$ cat config.mk
export PLATFORM = sky130hd
export DESIGN_NAME = up_down_counter_multi
export DESIGN_NICKNAME = d
export VERILOG_FILES = /design/src/rtl/up_down_counter_pkg.sv /design/src/rtl/counter_channel.sv /design/src/rtl/up_down_counter_multi.sv
export SDC_FILE = /design/constraint.sdc
export NUM_CORES = 1
export LEC_CHECK = 0
export CAP_MARGIN = 20
export CORE_MARGIN = 4
export CORE_UTILIZATION = 50
export DETAILED_ROUTE_END_ITERATION = 16
export DONT_BUFFER_PORTS = 1
export GPL_TIMING_DRIVEN = 0
export SYNTH_ARGS = -nofsm -noshare
export SYNTH_HDL_FRONTEND = slang
export SYNTH_SLANG_ARGS = --single-unit
$ cat constraint.sdc
create_clock -name clk0 -period 2.7 [get_ports clk0]
set_input_delay 0.54 -clock clk0 [delete_from_list [all_inputs] [get_ports clk0]]
set_output_delay 0.54 -clock clk0 [all_outputs]
set_load 0.01 [all_outputs]
$ cat src/rtl/up_down_counter_pkg.sv
// Shared constants for the multi-channel up/down counter: mode encodings,
// default geometry and the per-cycle step decision used by each channel.
package up_down_counter_pkg;

  localparam int MODE_WRAP        = 0;
  localparam int MODE_SAT         = 1;
  localparam int DEFAULT_WIDTH    = 5;
  localparam int DEFAULT_CHANNELS = 2;

  typedef enum logic [1:0] {
    STEP_HOLD = 2'd0,
    STEP_LOAD = 2'd1,
    STEP_UP   = 2'd2,
    STEP_DOWN = 2'd3
  } step_e;

endpackage

$ cat src/rtl/counter_channel.sv
// One counter channel: count register, terminal-count pulse and sticky
// overflow flag. Load beats enable; reset beats everything.
module counter_channel
  import up_down_counter_pkg::*;
#(
  parameter int               WIDTH       = DEFAULT_WIDTH,
  parameter int               SATURATE    = MODE_WRAP,
  parameter logic [WIDTH-1:0] RESET_VALUE = '0
) (
  input  logic             clk0,
  input  logic             reset,
  input  logic             en,
  input  logic             up,
  input  logic             load,
  input  logic [WIDTH-1:0] load_val,
  input  logic             clr_ovf,
  output logic [WIDTH-1:0] count,
  output logic             tc,
  output logic             ovf
);

  localparam logic [WIDTH-1:0] MAX_VAL  = '1;
  localparam logic [WIDTH-1:0] MIN_VAL  = '0;
  localparam bit               SAT_MODE = (SATURATE == MODE_SAT);

  step_e            step;
  logic [WIDTH-1:0] count_nxt;
  logic             tc_nxt;

  always_comb begin
    step = STEP_HOLD;
    if (load) begin
      step = STEP_LOAD;
    end else if (en) begin
      step = up ? STEP_UP : STEP_DOWN;
    end
  end

  // A step past a limit raises tc; in saturate mode the count is simply held.
  always_comb begin
    count_nxt = count;
    tc_nxt    = 1'b0;
    unique case (step)
      STEP_LOAD: count_nxt = load_val;
      STEP_UP: begin
        if (count == MAX_VAL) begin
          tc_nxt    = 1'b1;
          count_nxt = SAT_MODE ? count : MIN_VAL;
        end else begin
          count_nxt = count + WIDTH'(1);
        end
      end
      STEP_DOWN: begin
        if (count == MIN_VAL) begin
          tc_nxt    = 1'b1;
          count_nxt = SAT_MODE ? count : MAX_VAL;
        end else begin
          count_nxt = count - WIDTH'(1);
        end
      end
      default: ;
    endcase
  end

  // A new tc event wins over a simultaneous clear of the sticky flag.
  always_ff @(posedge clk0) begin
    if (reset) begin
      count <= RESET_VALUE;
      tc    <= 1'b0;
      ovf   <= 1'b0;
    end else begin
      count <= count_nxt;
      tc    <= tc_nxt;
      ovf   <= tc_nxt | (ovf & ~clr_ovf);
    end
  end

endmodule

$ cat src/rtl/up_down_counter_multi.sv
// Multi-channel up/down counter: slices the packed buses and instantiates
// one independent counter_channel per channel.
module up_down_counter_multi
  import up_down_counter_pkg::*;
#(
  parameter int               WIDTH       = DEFAULT_WIDTH,
  parameter int               CHANNELS    = DEFAULT_CHANNELS,
  parameter int               SATURATE    = MODE_WRAP,
  parameter logic [WIDTH-1:0] RESET_VALUE = '0
) (
  input  logic                      clk0,
  input  logic                      reset,
  input  logic [CHANNELS-1:0]       en,
  input  logic [CHANNELS-1:0]       up,
  input  logic [CHANNELS-1:0]       load,
  input  logic [CHANNELS*WIDTH-1:0] load_val,
  input  logic [CHANNELS-1:0]       clr_ovf,
  output logic [CHANNELS*WIDTH-1:0] count,
  output logic [CHANNELS-1:0]       tc,
  output logic [CHANNELS-1:0]       ovf
);

  for (genvar i = 0; i < CHANNELS; i++) begin : g_ch
    counter_channel #(
      .WIDTH      (WIDTH),
      .SATURATE   (SATURATE),
      .RESET_VALUE(RESET_VALUE)
    ) u_ch (
      .clk0    (clk0),
      .reset   (reset),
      .en      (en[i]),
      .up      (up[i]),
      .load    (load[i]),
      .load_val(load_val[i*WIDTH +: WIDTH]),
      .clr_ovf (clr_ovf[i]),
      .count   (count[i*WIDTH +: WIDTH]),
      .tc      (tc[i]),
      .ovf     (ovf[i])
    );
  end

endmodule
==> results of run 1 <==
-- power by group through the flow --
stage                     Clock [W]  Combinational, W  Sequential (W)
after floorplan                   0          0.000103        0.000246
after global placement            0          0.000119        0.000253
after detailed placement          0          0.000121        0.000254
after CTS                  0.000166          0.000122        0.000249
after global routing       0.000174          0.000138        0.000252
final                      0.000160          0.000122        0.000249
-- sequential cells by signal, summed over array words and instances (netlist names) --
signal,cells
g_ch.u_ch.ovf,2
g_ch.u_ch.tc,2
g_ch.u_ch.count,10
-- worst max-delay path, cell delays in order (launching register included) --
cell and delay [ns]:
sky130_fd_sc_hd__dfxtp_1 0.41, sky130_fd_sc_hd__ha_1 0.28, sky130_fd_sc_hd__and3_1 0.20, sky130_fd_sc_hd__ha_1 0.20, sky130_fd_sc_hd__and4bb_2 0.29, sky130_fd_sc_hd__a21oi_1 0.06
sky130_fd_sc_hd__a21boi_0 0.12, sky130_fd_sc_hd__o32ai_1 0.28
-- final cells by class --
type	count	area (sq um)
plain buffers	12	66.3
clock buffers	4	36.3
fillers	197	858
inverters	9	33.8
multi-input cells	100	673
flip-flops and latches	14	280
well taps	27	33.8
-- cells in the final DEF, fill, tap and decap left out, drive strengths merged, types with 2 or more instances in the layout --
cell,Yosys,layout
buf,9,9
ha,6,6
inv,9,9
and3,3,3
nand2b,8,8
or2,2,2
dfxtp,14,14
nand2,8,8
nor3,4,4
o21ai,9,9
nor2,8,8
clkbuf,3,7
nor2b,7,7
a21oi,13,13
nand3,2,2
mux2i,2,2
and2,2,2
xnor2,4,4
nor4b,2,2
-- cell families after synthesis --
logic type	count (synthesis)	synth area share [%]
and+or+nand+nor	51	28.9
AOI/OAI and AO/OA	37	22.7
buffers and inverters	21	9.50
DFF	14	26.6
adders and majority gates	6	7.13
xor gates and xnor gates	4	3.33
muxes	2	1.90
-- worst paths after layout --
kind | from | to
worst max-delay path | g_ch[1].u_ch.count[0] | g_ch[1].u_ch.count[3]
worst min-delay path | reset | g_ch[1].u_ch.count[2]
worst max register to register | g_ch[1].u_ch.count[0] | g_ch[1].u_ch.count[3]
worst min register to register | g_ch[0].u_ch.ovf | g_ch[0].u_ch.ovf
-- stage by stage --
stage | hold WS, ns | total power (W) | utilization, %
after floorplan | 0.450 | 0.000350 | -
after global placement | 0.460 | 0.000372 | 54.9
after detailed placement | 0.476 | 0.000374 | 54.9
after CTS | 0.298 | 0.000537 | 56.7
after global routing | 0.284 | 0.000564 | 56.7
final | 0.307 | 0.000531 | 56.7
-- per-layer routing --
layer	wire length [um]	share of wire, %	vias up	GRT usage (%)
li1	-	-	479	-
met1	1130	47	437	25.0
met2	1060	44	34	25.0
met3	188	7.8	4	4.43
met4	26	1.1	0	7.23
met5	0	0	-	0
==> impl_metrics.yaml, run 1 <==
run_status:
  status: "finished, final reports clean"
pwr:
  comb_power_share_pct: 23.0
  p_sw_w: 0.000169
  share_seq_of_total_power_pct: 46.8
  ir_worst_vdd_mv: 0.228
  share_clk_of_total_power_pct: 30.2
  cellInternalPower_w: 0.000361
  power_leakage_nw: 0.462
  netSwitchingFraction_pct: 31.9
  power.density_nw_per_um2: 473
placed_design:
  post-place-ws_ns: 0.781
  placed_cells: 162
  post_dp_hpwl_mm: 1.84
  place_area_sq_um: 1090
  gp_congestion: 0.815
  numPortBuffers: 0
critical_path:
  timing.reg2reg.worst_path_depth: 7
  required_time_worst_endpoint_ns: 2.90
  top_fanout_value_on_the_critical_path: 6
  setup.worst_path.start_class: "flop"
  regToRegSetupSlack_ns: 0.76
  cp_data_arrival_time_ns: 2.13
  critical_path_class: "flop to flop"
  timing.critical_path.to_type: "flop"
sta:
  fmax_mhz: 516
  setup_tns_ns: 0
  fin_ws_ns: 0.762
  worst_slew_pin_slew_ns: 0.458
  final-setup-viol-count: 0
  post-route-min-period_ns: 1.94
  timing_max_transition_violations_final: 0
  timing.clock.skew_ns: 0.00342
  unrepaired_setup_endpoints_after_global_routing: "false"
  timing.final.crit_share_pct: 71.8
  finalHoldViolations: 0
  slew-limit-headroom_pct: 69.5
floorplan:
  ioPinCount: 34
  num_rows: 16
  initial_cell_density_of_the_core_pct: 53.2
  die_width_um: 53.9
  floorplan.die.height_um: 53.9
  die-area_sq_um: 2910
  core_area_sq_um: 1980
global_routing:
  grt-ovfl-total: 0
  grt_pass1_wl_mm: 3.71
  first_global_vias: 841
  maximum_number_of_pins_on_one_net_before_global_route_repair: 11
  grt_util_all_layers_pct: 17.6
  antenna_violations_before_repair: 0
layout:
  layout.cell_area.non_filler_sq_um: 1120
  fin_nets: 166
  post_route_cells_drive_above_1_share_pct: 15.1
  final_cell_count_no_fill: 166
  synthesis_to_finish_area_growth_pct: 6.65
  antenna-diode-count: 0
routing:
  wirelength_mm: 2.40
  antenna_violating_nets_post_route: 0
  post_drt_wl_per_cell_um: 14.5
  drt_first_iter_violations: 27
  detail_route.vias_per_cell: 5.75
  detail_route.first_pass.iterations: 4
  detailroute.via_count: 954
  drc: 0
run:
  maxCapViolations: 0
worst_hold_path:
  hp-class: "input pin to flop"
  hold_depth: 1
clock_tree:
  ctsHoldBuffers: 0
  tritoncts: "done"
  clock_insertion_delay_worst_skew_ns: 0.29
  cts.root.buffer_cell: "sky130_fd_sc_hd__clkbuf_4"
  post_cts_resize_count: 0
  clk_transition_reported_paths_ns: 0.09
  htreeDepth: 1
  post_cts_buffers: 0
  cts_num_sinks: 14
  clk_path_buf_depth: 2
  cts_buffers: 3
logic_synthesis:
  post_synth.cell_area_avg_sq_um: 7.80
  ys_top_cells_by_count: "14 x sky130_fd_sc_hd__dfxtp_1, 13 x sky130_fd_sc_hd__a21oi_1, 9 x sky130_fd_sc_hd__inv_1, 9 x sky130_fd_sc_hd__o21ai_0"
  yosys.cell_types.count: 42
  synth-edff-count: 0
  synth.area.top_cells: "sky130_fd_sc_hd__dfxtp_1 27%, sky130_fd_sc_hd__ha_1 7.1%, sky130_fd_sc_hd__a21oi_1 6.2%"
  post-synth-top-count-cell: "sky130_fd_sc_hd__dfxtp_1"
  synth_ff_type: "sky130_fd_sc_hd__dfxtp_1"
  post-synth-top-area-cell: "sky130_fd_sc_hd__dfxtp_1"
  share_of_flip_flops_with_an_asynchronous_set_or_reset_after_synthesis_pct: 0
  synth_fp_nets: 161
  synth_sequential_area_ratio_pct: 26.6
  synth.top_cell.area_share_pct: 26.6
  ys_ff_latch: 14
  synth.yosys.warnings: 0
  post_synthesis_cells: 135
  mappedNetlistArea_sq_um: 1050
No activity file was read; power rests on OpenSTA's default activity.
==> run 2: changes to the inputs <==
==> constraint.sdc (replaced) <==
create_clock -name clk0 -period 1.85 [get_ports clk0]
set_input_delay 0.37 -clock clk0 [delete_from_list [all_inputs] [get_ports clk0]]
set_output_delay 0.37 -clock clk0 [all_outputs]
set_load 0.01 [all_outputs]
==> impl_metrics.yaml, run 2 (same netlist as run 1, synthesis figures left out) <==
run_status:
  status: "finished, final reports clean"
routing:
  drt_first_iter_violations: 29
  detail_route.first_pass.iterations: 4
  post_drt_wl_per_cell_um: 15.3
  detailroute.via_count: 977
  drc: 0
  wirelength_mm: 2.58
  antenna_violating_nets_post_route: 0
  detail_route.vias_per_cell: 5.82
pwr:
  share_clk_of_total_power_pct: 29.8
  power.density_nw_per_um2: 662
  share_seq_of_total_power_pct: 46.6
  netSwitchingFraction_pct: 32.2
  p_sw_w: 0.000253
  comb_power_share_pct: 23.7
  cellInternalPower_w: 0.000532
  report.power.total_w: 0.000784
  power_leakage_nw: 0.472
  ir_worst_vdd_mv: 0.330
floorplan:
  core_area_sq_um: 1980
  initial_cell_density_of_the_core_pct: 53.2
  num_rows: 16
  die_width_um: 53.9
  floorplan.die.height_um: 53.9
  die-area_sq_um: 2910
  ioPinCount: 34
clock_tree:
  htreeDepth: 1
  cts.root.buffer_cell: "sky130_fd_sc_hd__clkbuf_4"
  cts_num_sinks: 14
  tritoncts: "done"
  clock_insertion_delay_worst_skew_ns: 0.29
  clk_transition_reported_paths_ns: 0.09
  clk_path_buf_depth: 2
  cts_buffers: 3
critical_path:
  cp_data_arrival_time_ns: 1.99
  cp-startpoint: "g_ch[1].u_ch.count[0]"
  top_fanout_value_on_the_critical_path: 6
  timing.rr.start: "g_ch[1].u_ch.count[0]"
  setup.worst_path.start_class: "flop"
  critical_path.reg2reg.endpoint: "g_ch[1].u_ch.count[3]"
  regToRegSetupSlack_ns: 0.06
  required_time_worst_endpoint_ns: 2.04
  timing.critical_path.to_type: "flop"
  critical_path_class: "flop to flop"
  timing.reg2reg.worst_path_depth: 7
run:
  maxCapViolations: 0
layout:
  layout_top_registers: "g_ch.u_ch.count x10, g_ch.u_ch.ovf x2, g_ch.u_ch.tc x2"
  post_route_cells_drive_above_1_share_pct: 22.0
  top_register: "g_ch.u_ch.count"
  synthesis_to_finish_area_growth_pct: 12.4
  antenna-diode-count: 0
  layout.core_utilization_pct: 59.7
  leading_cell_type_in_the_layout_fill_and_taps_excluded: "sky130_fd_sc_hd__a21oi_1"
  most-common-layout-cells: "12 x sky130_fd_sc_hd__a21oi_1, 10 x sky130_fd_sc_hd__dfxtp_1, 9 x sky130_fd_sc_hd__inv_1, 9 x sky130_fd_sc_hd__o21ai_0"
  largest_register_ffs: 10
  fin_nets: 168
  layout.filler_cells: 187
sta:
  final-setup-viol-count: 0
  finalHoldViolations: 0
  unrepaired_setup_endpoints_after_global_routing: "true"
  worst_slew_pin_slew_ns: 0.507
  timing.clock.skew_ns: 0.00133
  slew-limit-headroom_pct: 66.2
  timing_max_transition_violations_final: 0
  post-route-min-period_ns: 1.79
  timing.final.crit_share_pct: 96.9
  fmax_mhz: 558
global_routing:
  grt_util_all_layers_pct: 17.6
  first_global_vias: 839
  maximum_number_of_pins_on_one_net_before_global_route_repair: 11
  antenna_violations_before_repair: 0
  grt_pass1_wl_mm: 3.71
  grt-ovfl-total: 0
worst_hold_path:
  holdCritStartpoint: "reset"
  hold_path_end: "g_ch[1].u_ch.count[1]"
  hold_depth: 1
  hp-class: "input pin to flop"
placed_design:
  gp_congestion: 0.815
  numPortBuffers: 0
  post_dp_hpwl_mm: 1.84
-- run 2: cell type report --
class / instances / area [sq um] / share of cell area (%)
plain buffers: 12 / 66.3 / 5.60
clock buffers: 4 / 36.3 / 3.07
inverters: 9 / 33.8 / 2.85
multi-input cells: 100 / 708 / 59.8
flip-flops and latches: 14 / 290 / 24.5
well taps: 27 / 33.8 / 2.85
repair buffers: 2 / 15.0 / 1.27
-- run 2: routing by layer --
metal	track usage, %	wire (um)	vias up
met3	4.43	206	7
met4	7.23	36	0
met1	25.2	1180	441
li1	-	-	487
met5	0	0	-
met2	24.8	1150	42
-- run 2: stage by stage --
| stage | hold WS (ns) | instances | instance area (sq um) | setup WS, ns | setup TNS, ns |
|---|---|---|---|---|---|
| final | 0.129 | 168 | 1180 | 0.0577 | 0 |
| after global routing | 0.106 | 168 | 1180 | -0.0562 | -0.0628 |
| after CTS | 0.123 | 166 | 1130 | 0.0112 | 0 |
| after detailed placement | 0.444 | 162 | 1090 | -0.0690 | -0.105 |
| after global placement | 0.440 | 162 | 1090 | -0.0451 | -0.0451 |
| after floorplan | 0.439 | 135 | 1050 | 0.114 | 0 |
-- run 2: power groups by stage --
stage	logic, W	clock network (W)	registers [W]
after floorplan	0.000150	0	0.000360
after global placement	0.000173	0	0.000369
after detailed placement	0.000176	0	0.000370
after CTS	0.000178	0.000243	0.000364
after global routing	0.000208	0.000254	0.000370
final	0.000186	0.000233	0.000365
-- run 2: worst max path at each step --
stage,end,slack (ns)
2_1_floorplan,g_ch[1].u_ch.count[4],0.11
3_3_place_gp,g_ch[1].u_ch.count[3],-0.05
3_5_place_dp,g_ch[1].u_ch.count[3],-0.07
4_1_cts,g_ch[1].u_ch.count[3],0.01
5_1_grt,g_ch[1].u_ch.count[3],-0.06
6_report,g_ch[1].u_ch.count[3],0.06
-- run 2: critical path, stage by stage (launching register included) --
cell and delay (ns):
sky130_fd_sc_hd__dfxtp_4 0.40, sky130_fd_sc_hd__ha_4 0.17, sky130_fd_sc_hd__and3_1 0.18, sky130_fd_sc_hd__ha_2 0.18, sky130_fd_sc_hd__nand2b_1 0.17, sky130_fd_sc_hd__o21ai_0 0.20
sky130_fd_sc_hd__a21boi_0 0.11, sky130_fd_sc_hd__o32ai_1 0.29
-- run 2: repair_timing --
| item | in CTS | in global routing |
|---|---|---|
| hold buffers | 0 | 0 |
| setup endpoints to repair | 2 | 4 |
| buffers inserted | 0 | 2 |
| resized for setup | 4 | 7 |
| pin swaps | 1 | 3 |
